`src/rtl/product_accumulator.sv`:
```
// Sums a programmed number of signed products into a wider signed accumulator
// and hands one result per job downstream, flagging any overflow seen in the job.
module product_accumulator #(
    parameter int PROD_W   = 16,
    parameter int ACC_W    = 24,
    parameter int LEN_W    = 8,
    parameter bit SATURATE = 1'b1
) (
    input  logic              clk,
    input  logic              rst_n,
    input  logic              start,
    input  logic [LEN_W-1:0]  len,
    input  logic              prod_valid,
    input  logic [PROD_W-1:0] prod_data,
    output logic              prod_ready,
    output logic              acc_valid,
    output logic [ACC_W-1:0]  acc_data,
    output logic              acc_ovf,
    input  logic              acc_ready,
    output logic              busy
);

    typedef enum logic [1:0] {
        S_IDLE,
        S_ACCUM,
        S_DONE
    } state_t;

    localparam int EXT_W = ACC_W + 1 - PROD_W;
    localparam logic [ACC_W-1:0] ACC_MAX = {1'b0, {(ACC_W-1){1'b1}}};
    localparam logic [ACC_W-1:0] ACC_MIN = {1'b1, {(ACC_W-1){1'b0}}};

    state_t             state_q, state_d;
    logic [LEN_W-1:0]   count_q, count_d;
    logic [ACC_W-1:0]   acc_q,   acc_d;
    logic               ovf_q,   ovf_d;

    logic [ACC_W:0]     sum;
    logic               sum_ovf;
    logic [ACC_W-1:0]   sum_fit;

    // One guard bit above the accumulator: overflow shows as the top two bits disagreeing.
    assign sum     = {acc_q[ACC_W-1], acc_q} + {{EXT_W{prod_data[PROD_W-1]}}, prod_data};
    assign sum_ovf = sum[ACC_W] ^ sum[ACC_W-1];

    always_comb begin
        sum_fit = sum[ACC_W-1:0];
        if (SATURATE && sum_ovf) begin
            sum_fit = sum[ACC_W] ? ACC_MIN : ACC_MAX;
        end
    end

    always_ff @(posedge clk) begin
        if (!rst_n) begin
            state_q <= S_IDLE;
            count_q <= '0;
            acc_q   <= '0;
            ovf_q   <= 1'b0;
        end else begin
            state_q <= state_d;
            count_q <= count_d;
            acc_q   <= acc_d;
            ovf_q   <= ovf_d;
        end
    end

    always_comb begin
        state_d = state_q;
        count_d = count_q;
        acc_d   = acc_q;
        ovf_d   = ovf_q;
        case (state_q)
            S_IDLE: begin
                if (start) begin
                    acc_d   = '0;
                    ovf_d   = 1'b0;
                    count_d = len;
                    state_d = (len != '0) ? S_ACCUM : S_DONE;
                end
            end
            S_ACCUM: begin
                if (prod_valid && prod_ready) begin
                    acc_d   = sum_fit;
                    ovf_d   = ovf_q | sum_ovf;
                    count_d = count_q - LEN_W'(1);
                    if (count_q == LEN_W'(1)) begin
                        state_d = S_DONE;
                    end
                end
            end
            S_DONE: begin
                if (acc_ready) begin
                    state_d = S_IDLE;
                end
            end
            default: state_d = S_IDLE;
        endcase
    end

    always_comb begin
        prod_ready = (state_q == S_ACCUM);
        acc_valid  = (state_q == S_DONE);
        busy       = (state_q != S_IDLE);
        acc_data   = acc_q;
        acc_ovf    = ovf_q;
    end

endmodule
```
`config.mk`:
```
export PLATFORM = sky130hd
export DESIGN_NAME = product_accumulator
export DESIGN_NICKNAME = d
export VERILOG_FILES = /design/src/rtl/product_accumulator.sv
export SDC_FILE = /design/constraint.sdc
export NUM_CORES = 1
export LEC_CHECK = 0
export BUFFER_PORTS_ARGS = -buffer_cell sky130_fd_sc_hd__buf_2
export CORE_ASPECT_RATIO = 1.2
export CORE_MARGIN = 2
export CORE_UTILIZATION = 58
export CTS_BUF_LIST = sky130_fd_sc_hd__clkbuf_8
export DETAILED_ROUTE_END_ITERATION = 10
export GPL_TIMING_DRIVEN = 0
export HOLD_SLACK_MARGIN = 0.15
export PLACE_DENSITY = 0.91
export SLEW_MARGIN = 25
export SYNTH_ARGS = -nofsm -noshare
export SYNTH_HDL_FRONTEND = slang
export SYNTH_SLANG_ARGS = --single-unit
```
`constraint.sdc`:
```
create_clock -name clk -period 2.89 [get_ports clk]
set_input_delay 0.578 -clock clk [delete_from_list [all_inputs] [get_ports clk]]
set_output_delay 0.578 -clock clk [all_outputs]
set_load 0.05 [all_outputs]
```
Word level (Yosys, flattened, before mapping). Index checks and enable logic that the tools add are counted.

Register bits: 35. Word-level logic and storage cells: 39. Output and inout port bits: 28. Input port bits: 29.

Equal/unequal tests: 7. Multiplexer cells: 17. Bitwise gates (word level): 2. Reductions and logical operators: 7. $add $sub $neg: 2.

Operators by type and width (number): 24-bit two-way mux (4); 24-bit case mux with 2 select lines (1); 24-bit by 16-bit adder with 25-bit output (1); 8-bit two-way mux (2); 8-bit case mux with 2 select lines (1); 2-bit two-way mux (5); 8-bit by 1-bit == test with 1-bit output (second input constant) (1); 8-bit nonzero test (1); 8-bit by 1-bit subtractor with 8-bit output (second input constant) (1); 2-bit by 1-bit inequality test with 1-bit output (second input constant) (3); 2-bit case mux with 3 select lines (1); 4-bit AND reduction (1); 2-bit nonzero test (2); 3-bit AND reduction (1); 2-bit by 1-bit == test with 1-bit output (second input constant) (1); 2-bit == test (second input constant) (1); 2-bit logical NOT (1); 1-bit two-way mux (2); 2-bit inequality test (second input constant) (1); 1-bit case mux with 2 select lines (1); 1-bit logical AND (1); 1-bit OR (1); 1-bit XOR (1).

Logic depth before layout (Yosys ltp). Gate-level depths: netlist (run 1).

Depth in word-level cells: 5. Mapped depth: 11. Gate-level depth less buffers: 10.

Worst setup path before layout (run 1). No wires, ideal clock.

Kind: reg2reg. Start: register acc_q[0] (netlist: acc_data[0]). End: register acc_q[0] (netlist: acc_data[0]). Path slack: 115 ps. Path buffers: 1. Arrival time: 2706 ps. Stages on the path, launching flop included: 12. Clock period less this slack: 2775 ps. Required time: 2821 ps. Setup time: 69 ps. Cell sequence: dfxtp_1 ha_1 fa_1 nand3_1 nand2_1 a21oi_2 o41ai_4 a211oi_2 a21oi_4 nand2_4 buf_6 o21ai_1.

Cells in the longest elaborated chain, start to end: 5. Elaborated cells between the ends (all ways): 6. Those cells by class: add/sub: 1; mux: 4; bitwise: 1.

RTL lines: start: declaration (line 35) `logic [ACC_W-1:0] acc_q, acc_d;`; start signal: assignment (line 57) `acc_q <= '0;`; start signal: assignment (line 62) `acc_q <= acc_d;`; 24-bit by 16-bit adder with 25-bit output * (line 43) `assign sum = {acc_q[ACC_W-1], acc_q} + {{EXT_W{prod_data[PROD_W-1]}}, prod_data};`; 24-bit two-way mux or 1-bit XOR (tied branches) (line 49, 44); 24-bit two-way mux * (line 48) `if (SATURATE && sum_ovf) begin`; 24-bit two-way mux * (line 82) `if (prod_valid && prod_ready) begin`; 24-bit case mux with 2 select lines * (line 72) `case (state_q)`.

Every way passes the cells marked *; elsewhere a longest branch is shown, timed or not. The select of a mux whose other input is x is not followed. A chain may end at the register's enable or synchronous reset.

Worst setup path after layout (run 1).
Start: input port prod_data[14]. End: register acc_q[5] (netlist: acc_data[5]).

Cells in the longest elaborated chain, start to end: 5. Elaborated cells between the ends (all ways): 6. Those cells by class: add/sub: 1; mux: 4; bitwise: 1.

RTL lines: start: declaration (line 14) `input logic [PROD_W-1:0] prod_data,`; 24-bit by 16-bit adder with 25-bit output * (line 43); 24-bit two-way mux or 1-bit XOR (tied branches) (line 49, 44); 24-bit two-way mux * (line 48); 24-bit two-way mux * (line 82); 24-bit case mux with 2 select lines * (line 72).

Marks and branches as above.

==> flow_summary.yaml, run 1 <==
sta:
  whs_ps: 462
  timing.setup.tns_ps: 0
  fmax_ghz: 0.361
  setup_violations: 0
  skew_ps: 13.1
  period_share_pct: 95.7
  fin_crit_ps: 2770
  slew_viol_final: 0
  slew_headroom_pct: 58.8
  worstMarginPinSlew_ps: 616
  setup_ws_ps: 123
  hold_viol: 0
critical_path:
  end_kind: "flop"
  path_class: "in2reg"
  critPathRequiredTime_ps: 3120
  critPathMaxFanout: 10
  cp-start-kind: "input pin"
  critPathArrivalTime_ps: 3000
  rr_worst_depth: 10
  timing.rr.start: "acc_data[1]"
  cp-startpoint: "prod_data[14]"
power:
  p_leak_uw: 0.00163
  p_per_area_mw_per_mm2: 480
  p_total_uw: 1640
  peakVddDrop_mv: 0.298
min_path:
  hold_depth: 2
  worstHoldStart: "acc_data[11]"
  hold_class: "reg2reg"
synth:
  synth.most_common_cell: "nand2_1"
  synth-seq-cells: 35
  synth_commonest_cells: "nand2_1, a21oi_1, dfxtp_1"
  synth_nets: 442
  syn_area_sq_mm: 0.00291
  synth_ff_type: "dfxtp_1"
  synth_top_cell_by_area: "dfxtp_1"
  synth_edf_count: 0
  synthDominantCellAreaShare_pct: 24.1
  synth_area_per_cell_sq_um: 7.53
  ys_async_sr_fraction_pct: 0
  yosys_warnings: 0
  yosysUniqueCellTypes: 64
  synth_area_leaders: "dfxtp_1, ha_1, a21oi_1"
  seq_area_frac_synth_pct: 24.1
  synthCells: 386
die:
  die_w_microns: 68.6
  core_sq_mm: 0.00487
  fp.dieH_microns: 81.5
  dieArea_sq_mm: 0.00559
  fp-row-count: 28
  ios: 57
  initial_core_util_pct: 59.7
routing:
  first_iter_violations: 120
  vias: 3040
  wl_mm: 7.37
  drc: 0
  drtPass1Iterations: 4
  postRouteAntennaNets: 0
  post_drt_via_cell_ratio: 5.95
  routedWlPerCell_microns: 14.4
global_routing:
  grtUsageTotal_pct: 26.2
  first_global_vias: 2739
  antenna_found_initial: 0
  grt_use_met1_pct: 30.7
  grt_start_max_net_pins: 12
  gr-usage-met3_pct: 4.11
  grt_pass1_wl_mm: 11.5
  gr-max-usage-layer: "met2"
  grt_overflow: 0
  met2_usage_pct: 46.6
cells_and_area:
  utilization_pct: 70.1
  fill_cells: 401
  final_nets: 506
  diodes: 0
  regArea_sq_um: 701
  multi_input_area_sq_mm: 0.00209
  drive_above_1_share_pct: 20.0
  area_delta_synth_final_pct: 17.5
clock_network:
  clk_pin_slew_ps: 80
  cts.sinks: 35
  htree_levels: 2
  cts_buffer_depth: 2
  cts_tree: "built"
  clk_latency_ps: 300
  root_buffer: "clkbuf_8"
  cts_buffers: 5
placement:
  port_buffers: 56
  place_congestion: 0.964
  hpwl_mm: 5.52
  dp_slack_ps: -304
job:
  maxCapViolCount: 0
outcome:
  run_status: "finished, final reports clean"
## cells by family (layout without fill, tap and decap cells)
family                   after synthesis  count (layout)  synth area share (%)
buffers and inverters                 29              94                  4.52
flip-flops                            35              35                  24.1
AND/OR/NAND/NOR                      134             134                  21.8
multiplexers                           2               2                 0.732
adder cells (fa/ha/maj)               27              27                  11.9
AO/OA/AOI/OAI                        141             141                  31.2
XOR/XNOR                              18              18                  5.68
## final cells by class
type | count | area share (%)
buffer | 15 | 2.31
clock buffer | 6 | 2.42
clock inverter | 2 | 1.03
inverter | 12 | 1.32
multi-input combinational | 322 | 61.3
sequential | 35 | 20.5
tap | 60 | 2.20
timing repair buffer | 59 | 8.94
## worst max-delay path, stage by stage
cell	delay (ps)
buf_2	100
ha_1	390
a21o_1	220
a31oi_1	190
nand3_1	170
o211ai_1	280
mux2_2	390
a21oi_4	260
nand2_4	110
buf_6	150
o21ai_1	150
## registers in the layout, summed over array words and instances (netlist names)
| signal | count |
|---|---|
| acc_ovf | 1 |
| state_q | 2 |
| acc_data | 24 |
| count_q | 8 |
## repair_timing
action	4_1_cts	5_1_grt
endpoints found under the setup margin	1	24
hold buffers	0	0
pin swaps	0	5
buffers inserted	0	3
resized for setup	1	3
## final timing paths
path,slack [ps],endpoint
max,120,acc_data[5]
min,460,acc_data[11]
max reg2reg,160,acc_data[5]
min reg2reg,460,acc_data[11]
## metrics by stage
| stage | area [sq um] | cells |
|---|---|---|
| 3_3_place_gp | 3260 | 502 |
| 3_5_place_dp | 3260 | 502 |
| 4_1_cts | 3380 | 510 |
| 6_report | 3410 | 511 |
| 2_1_floorplan | 2910 | 386 |
| 5_1_grt | 3410 | 511 |
## routing by layer
metal	part of all wire, %	wire length, microns
met1	43	3200
met2	50	3650
met3	5.5	406
met4	1.6	116
met5	0	0
## cell usage in the layout, fill, tap and decap left out, types with 3 or more instances in the layout
cell / count
dfxtp_1: 35
xor2_1: 6
or2_2: 4
nand3_1: 10
a21oi_2: 3
nand4_1: 4
nor3_1: 5
nor2_1: 34
nor2b_1: 4
inv_1: 11
a21oi_1: 41
nor4_1: 3
and3_1: 4
and2_1: 5
nand2b_1: 4
a31oi_1: 3
a21boi_0: 4
nand2_1: 47
buf_4: 4
xnor2_1: 11
clkbuf_1: 9
clkbuf_8: 6
a21boi_1: 5
ha_1: 26
a21o_1: 7
o211ai_1: 5
o21ai_1: 20
buf_2: 58
o21ai_0: 25
## where the power goes
part           leakage (uW)  switching, uW  internal, uW  total, uW
sequential         0.000285           37.6           521        558
clock             0.0000612            199           279        478
combinational       0.00128            388           214        602
total               0.00163            625          1010       1640
Note: power is estimated with default switching activity, not from simulation.
==> run 2, diff against run 1 <==
--- a/config.mk
+++ b/config.mk
@@ -8,12 +8,13 @@
 export BUFFER_PORTS_ARGS = -buffer_cell sky130_fd_sc_hd__buf_2
 export CORE_ASPECT_RATIO = 1.2
 export CORE_MARGIN = 2
-export CORE_UTILIZATION = 58
+export CORE_UTILIZATION = 48
 export CTS_BUF_LIST = sky130_fd_sc_hd__clkbuf_8
 export DETAILED_ROUTE_END_ITERATION = 10
 export GPL_TIMING_DRIVEN = 0
 export HOLD_SLACK_MARGIN = 0.15
-export PLACE_DENSITY = 0.91
+export PLACE_DENSITY = 0.79
+export RECOVER_POWER = 50
 export SLEW_MARGIN = 25
 export SYNTH_ARGS = -nofsm -noshare
 export SYNTH_HDL_FRONTEND = slang
==> flow_summary.yaml, run 2 (same netlist as run 1, synthesis figures left out) <==
clock_network:
  cts_buffer_depth: 2
  htree_levels: 2
  cts.sinks: 35
  cts_tree: "built"
  clk_pin_slew_ps: 80
  clk_latency_ps: 290
  holdBufCountCts: 0
  cts_buffers: 5
  root_buffer: "clkbuf_8"
cells_and_area:
  final_nets: 508
  largest_register_ffs: 24
  layout_commonest_cell: "nand2_1"
  layout_common_cells: "nand2_1, a21oi_1, clkbuf_1, dfxtp_1"
  utilization_pct: 57.7
  area_delta_synth_final_pct: 18.0
  diodes: 0
  drive_above_1_share_pct: 15.0
routing:
  wl_mm: 7.54
  vias: 3059
  postRouteAntennaNets: 0
  first_iter_violations: 177
  routedWlPerCell_microns: 14.1
  drc: 0
  drtPass1Iterations: 4
  post_drt_via_cell_ratio: 5.72
global_routing:
  first_global_vias: 2787
  grt_start_max_net_pins: 12
  antenna_found_initial: 0
  grt_overflow: 0
  grtUsageTotal_pct: 23.0
  grt_pass1_wl_mm: 12.2
sta:
  fmax_ghz: 0.359
  period_share_pct: 96.3
  skew_ps: 5.08
  setup_ws_ps: 107
  setup_violations: 0
  worstMarginPinSlew_ps: 613
  timing.setup.tns_ps: 0
  grt_setup_unrepaired: "no"
  slew_headroom_pct: 59.0
  slew_viol_final: 0
  hold_viol: 0
  fin_crit_ps: 2780
critical_path:
  critPathRequiredTime_ps: 3110
  critPathMaxFanout: 5
  critPathArrivalTime_ps: 3000
  cp-start-kind: "input pin"
  end_kind: "flop"
  path_class: "in2reg"
power:
  pwr-share-comb_pct: 36.8
  p_per_area_mw_per_mm2: 475
  internal-power_uw: 1010
  p_sw_share_pct: 38.0
  p_leak_uw: 0.00153
  p_total_uw: 1630
  peakVddDrop_mv: 0.268
  seqPwrFrac_pct: 34.2
  p_sw_uw: 619
  p_clk_share_pct: 29.0
die:
  dieArea_sq_mm: 0.00669
  die_w_microns: 75.0
  fp.dieH_microns: 89.2
  ios: 57
  fp-row-count: 31
  core_sq_mm: 0.00593
  initial_core_util_pct: 49.0
job:
  maxCapViolCount: 0
placement:
  place_congestion: 0.902
  dp_slack_ps: -294
  hpwl_mm: 5.71
  port_buffers: 56
outcome:
  run_status: "finished, final reports clean"
min_path:
  hold_class: "reg2reg"
run 2: cell count changes in the layout (fill, tap and decap cells not counted), sizes merged:
cell    before  now
buf         64   41
clkbuf      16   41
run 2: worst paths after layout:
kind	slack, ps	end	from	cells past startpoint
max	110	acc_data[18]	prod_data[0]	12
min	470	acc_data[0]	acc_data[0]	2
max reg2reg	170	acc_data[18]	acc_data[0]	11
min reg2reg	470	acc_data[0]	acc_data[0]	2
run 2: critical path, cell delays in order:
cell and delay, ps:
buf_2 100, ha_1 230, fa_1 430, nand3_1 110, nand2_1 110, a21oi_2 290
o41ai_4 130, buf_4 180, or4b_1 500, nand3_1 90, o21ai_0 70, a21boi_0 170
run 2: repair_timing:
action | 4_1_cts | 5_1_grt
pin swaps | 1 | 4
setup buffers | 0 | 4
setup endpoints to repair | 2 | 24
gates resized for setup | 0 | 5
run 2: routing by layer:
layer,global-route usage [%],wire length [microns],vias up
met2,41.6,3820,111
met1,26.7,3190,1405
li1,-,-,1522
met4,9.42,163,0
met3,3.16,365,21
met5,0,0,-
run 2: layout make-up:
type | count | area (sq um)
Buffer | 16 | 82.6
Clock buffer | 6 | 82.6
Clock inverter | 2 | 35.0
Fill cell | 583 | 2510
Inverter | 12 | 45.0
Multi-Input combinational cell | 322 | 2100
Sequential cell | 35 | 701
Tap cell | 82 | 103
Timing Repair Buffer | 60 | 279
run 2: power by group through the flow:
stage	Clock (uW)	Combinational [uW]	Sequential [uW]
CTS	483	590	556
floorplan	0	392	620
global route	502	660	564
global placement	0	572	566
detailed placement	0	586	567
finish	472	599	557
run 2: per-stage QoR:
step / area [sq um] / hold WS (ps) / cells
floorplan: 2910 / 478 / 386
global placement: 3290 / 447 / 524
detailed placement: 3290 / 458 / 524
CTS: 3410 / 469 / 532
global route: 3430 / 491 / 535
finish: 3430 / 467 / 535
==> run 3, diff against run 2 <==
--- a/config.mk
+++ b/config.mk
@@ -14,7 +14,6 @@
 export GPL_TIMING_DRIVEN = 0
 export HOLD_SLACK_MARGIN = 0.15
 export PLACE_DENSITY = 0.79
-export RECOVER_POWER = 50
 export SLEW_MARGIN = 25
 export SYNTH_ARGS = -nofsm -noshare
 export SYNTH_HDL_FRONTEND = slang
==> flow_summary.yaml, run 3 (same netlist as run 1, synthesis figures left out) <==
outcome:
  run_status: "finished, final reports clean"
cells_and_area:
  layout_common_cells: "buf_2, nand2_1, a21oi_1, dfxtp_1, nor2_1"
  final_nets: 508
  fill_cells: 572
  area_delta_synth_final_pct: 19.0
  drive_above_1_share_pct: 20.5
  layout_commonest_cell: "buf_2"
  diodes: 0
  utilization_pct: 58.3
  largest_register_ffs: 24
critical_path:
  critPathMaxFanout: 5
  path_cells: "buf_2 -> ha_1 -> fa_1 -> nand3_1 -> nand2_1 -> a21oi_2 -> o41ai_4 -> buf_4 -> or4b_1 -> nand3_1 -> o21ai_0 -> a21boi_0"
  cp-start-kind: "input pin"
  cp_slowest_cell: "or4b_1"
  critPathRequiredTime_ps: 3100
  crit_top_cell: "nand3_1"
  critPathArrivalTime_ps: 2990
  path_class: "in2reg"
  end_kind: "flop"
  crit_path_max_incr_delay_ps: 500
clock_network:
  cts.sinks: 35
  root_buffer: "clkbuf_8"
  cts_buffers: 5
  clk_pin_slew_ps: 80
  cts_tree: "built"
  htree_levels: 2
  cts_buffer_depth: 2
  clk_latency_ps: 290
power:
  peakVddDrop_mv: 0.268
  p_clk_share_pct: 28.8
  p_leak_uw: 0.00163
  p_sw_uw: 616
  p_sw_share_pct: 37.8
  pwr-share-comb_pct: 37.0
  seqPwrFrac_pct: 34.2
  p_per_area_mw_per_mm2: 471
  internal-power_uw: 1010
  p_total_uw: 1630
placement:
  place_congestion: 0.902
  hpwl_mm: 5.71
  port_buffers: 56
  dp_slack_ps: -294
die:
  fp-row-count: 31
  initial_core_util_pct: 49.0
  core_sq_mm: 0.00593
  dieArea_sq_mm: 0.00669
  ios: 57
  die_w_microns: 75.0
  fp.dieH_microns: 89.2
sta:
  slew_viol_final: 0
  whs_ps: 466
  skew_ps: 5.36
  slew_headroom_pct: 58.8
  fmax_ghz: 0.360
  period_share_pct: 96.1
  setup_violations: 0
  worstMarginPinSlew_ps: 616
  hold_viol: 0
  fin_crit_ps: 2780
  setup_ws_ps: 113
  grt_setup_unrepaired: "no"
global_routing:
  first_global_vias: 2787
  grt_start_max_net_pins: 12
  grtUsageTotal_pct: 23.0
  grt_pass1_wl_mm: 12.2
  grt_overflow: 0
  antenna_found_initial: 0
routing:
  drtPass1Iterations: 4
  wl_mm: 7.51
  routedWlPerCell_microns: 14.0
  vias: 3076
  drc: 0
  first_iter_violations: 177
  post_drt_via_cell_ratio: 5.75
  postRouteAntennaNets: 0
min_path:
  hold_class: "reg2reg"
job:
  maxCapViolCount: 0
run 3: cell type report:
cell class / count / area, sq um / area share, %
inverters: 12 / 45.0 / 1.30
multi-input cells: 322 / 2100 / 60.7
clock buffers: 6 / 82.6 / 2.39
well taps: 82 / 103 / 2.97
clock inverters: 2 / 35.0 / 1.01
flip-flops and latches: 35 / 701 / 20.3
repair buffers: 60 / 310 / 8.97
plain buffers: 16 / 82.6 / 2.39
run 3: timing repair:
item,4_1_cts,5_1_grt
hold buffers,0,0
buffers inserted,0,4
endpoints found under the setup margin,2,24
resized for setup,0,5
hold endpoints to repair,0,0
pin swaps,1,4
run 3: path summary, 6_finish.rpt:
| path | from | end | slack [ps] | cells after the start |
|---|---|---|---|---|
| min reg2reg | acc_data[0] | acc_data[0] | 470 | 2 |
| max reg2reg | acc_data[0] | acc_data[18] | 180 | 11 |
| min | acc_data[0] | acc_data[0] | 470 | 2 |
| max | prod_data[0] | acc_data[18] | 110 | 12 |
run 3: power by group through the flow:
| stage | clock network [uW] | logic, uW | registers, uW |
|---|---|---|---|
| CTS | 483 | 590 | 556 |
| global route | 502 | 665 | 563 |
| floorplan | 0 | 392 | 620 |
| global placement | 0 | 572 | 566 |
| finish | 470 | 603 | 557 |
| detailed placement | 0 | 586 | 567 |
run 3: metrics by stage:
| step | TNS, ps | instance area (sq um) | cells |
|---|---|---|---|
| after floorplan | 0 | 2910 | 386 |
| after global placement | -4380 | 3290 | 524 |
| after detailed placement | -5950 | 3290 | 524 |
| after CTS | 0 | 3410 | 532 |
| after global routing | 0 | 3460 | 535 |
| final | 0 | 3460 | 535 |
run 3: routing by layer:
layer / share of wire [%] / wire length, microns / GRT usage [%]
met4: 2.6 / 193 / 9.42
met1: 43 / 3210 / 26.7
met5: 0 / 0 / 0
met2: 50 / 3770 / 41.6
met3: 4.5 / 338 / 3.16
run 3: worst max-delay path: cells and delay by family:
family          cells  cell delay, ps
simple gates        4             810
fa+ha+maj           2             660
compound gates      4             660
buf+inv             2             280
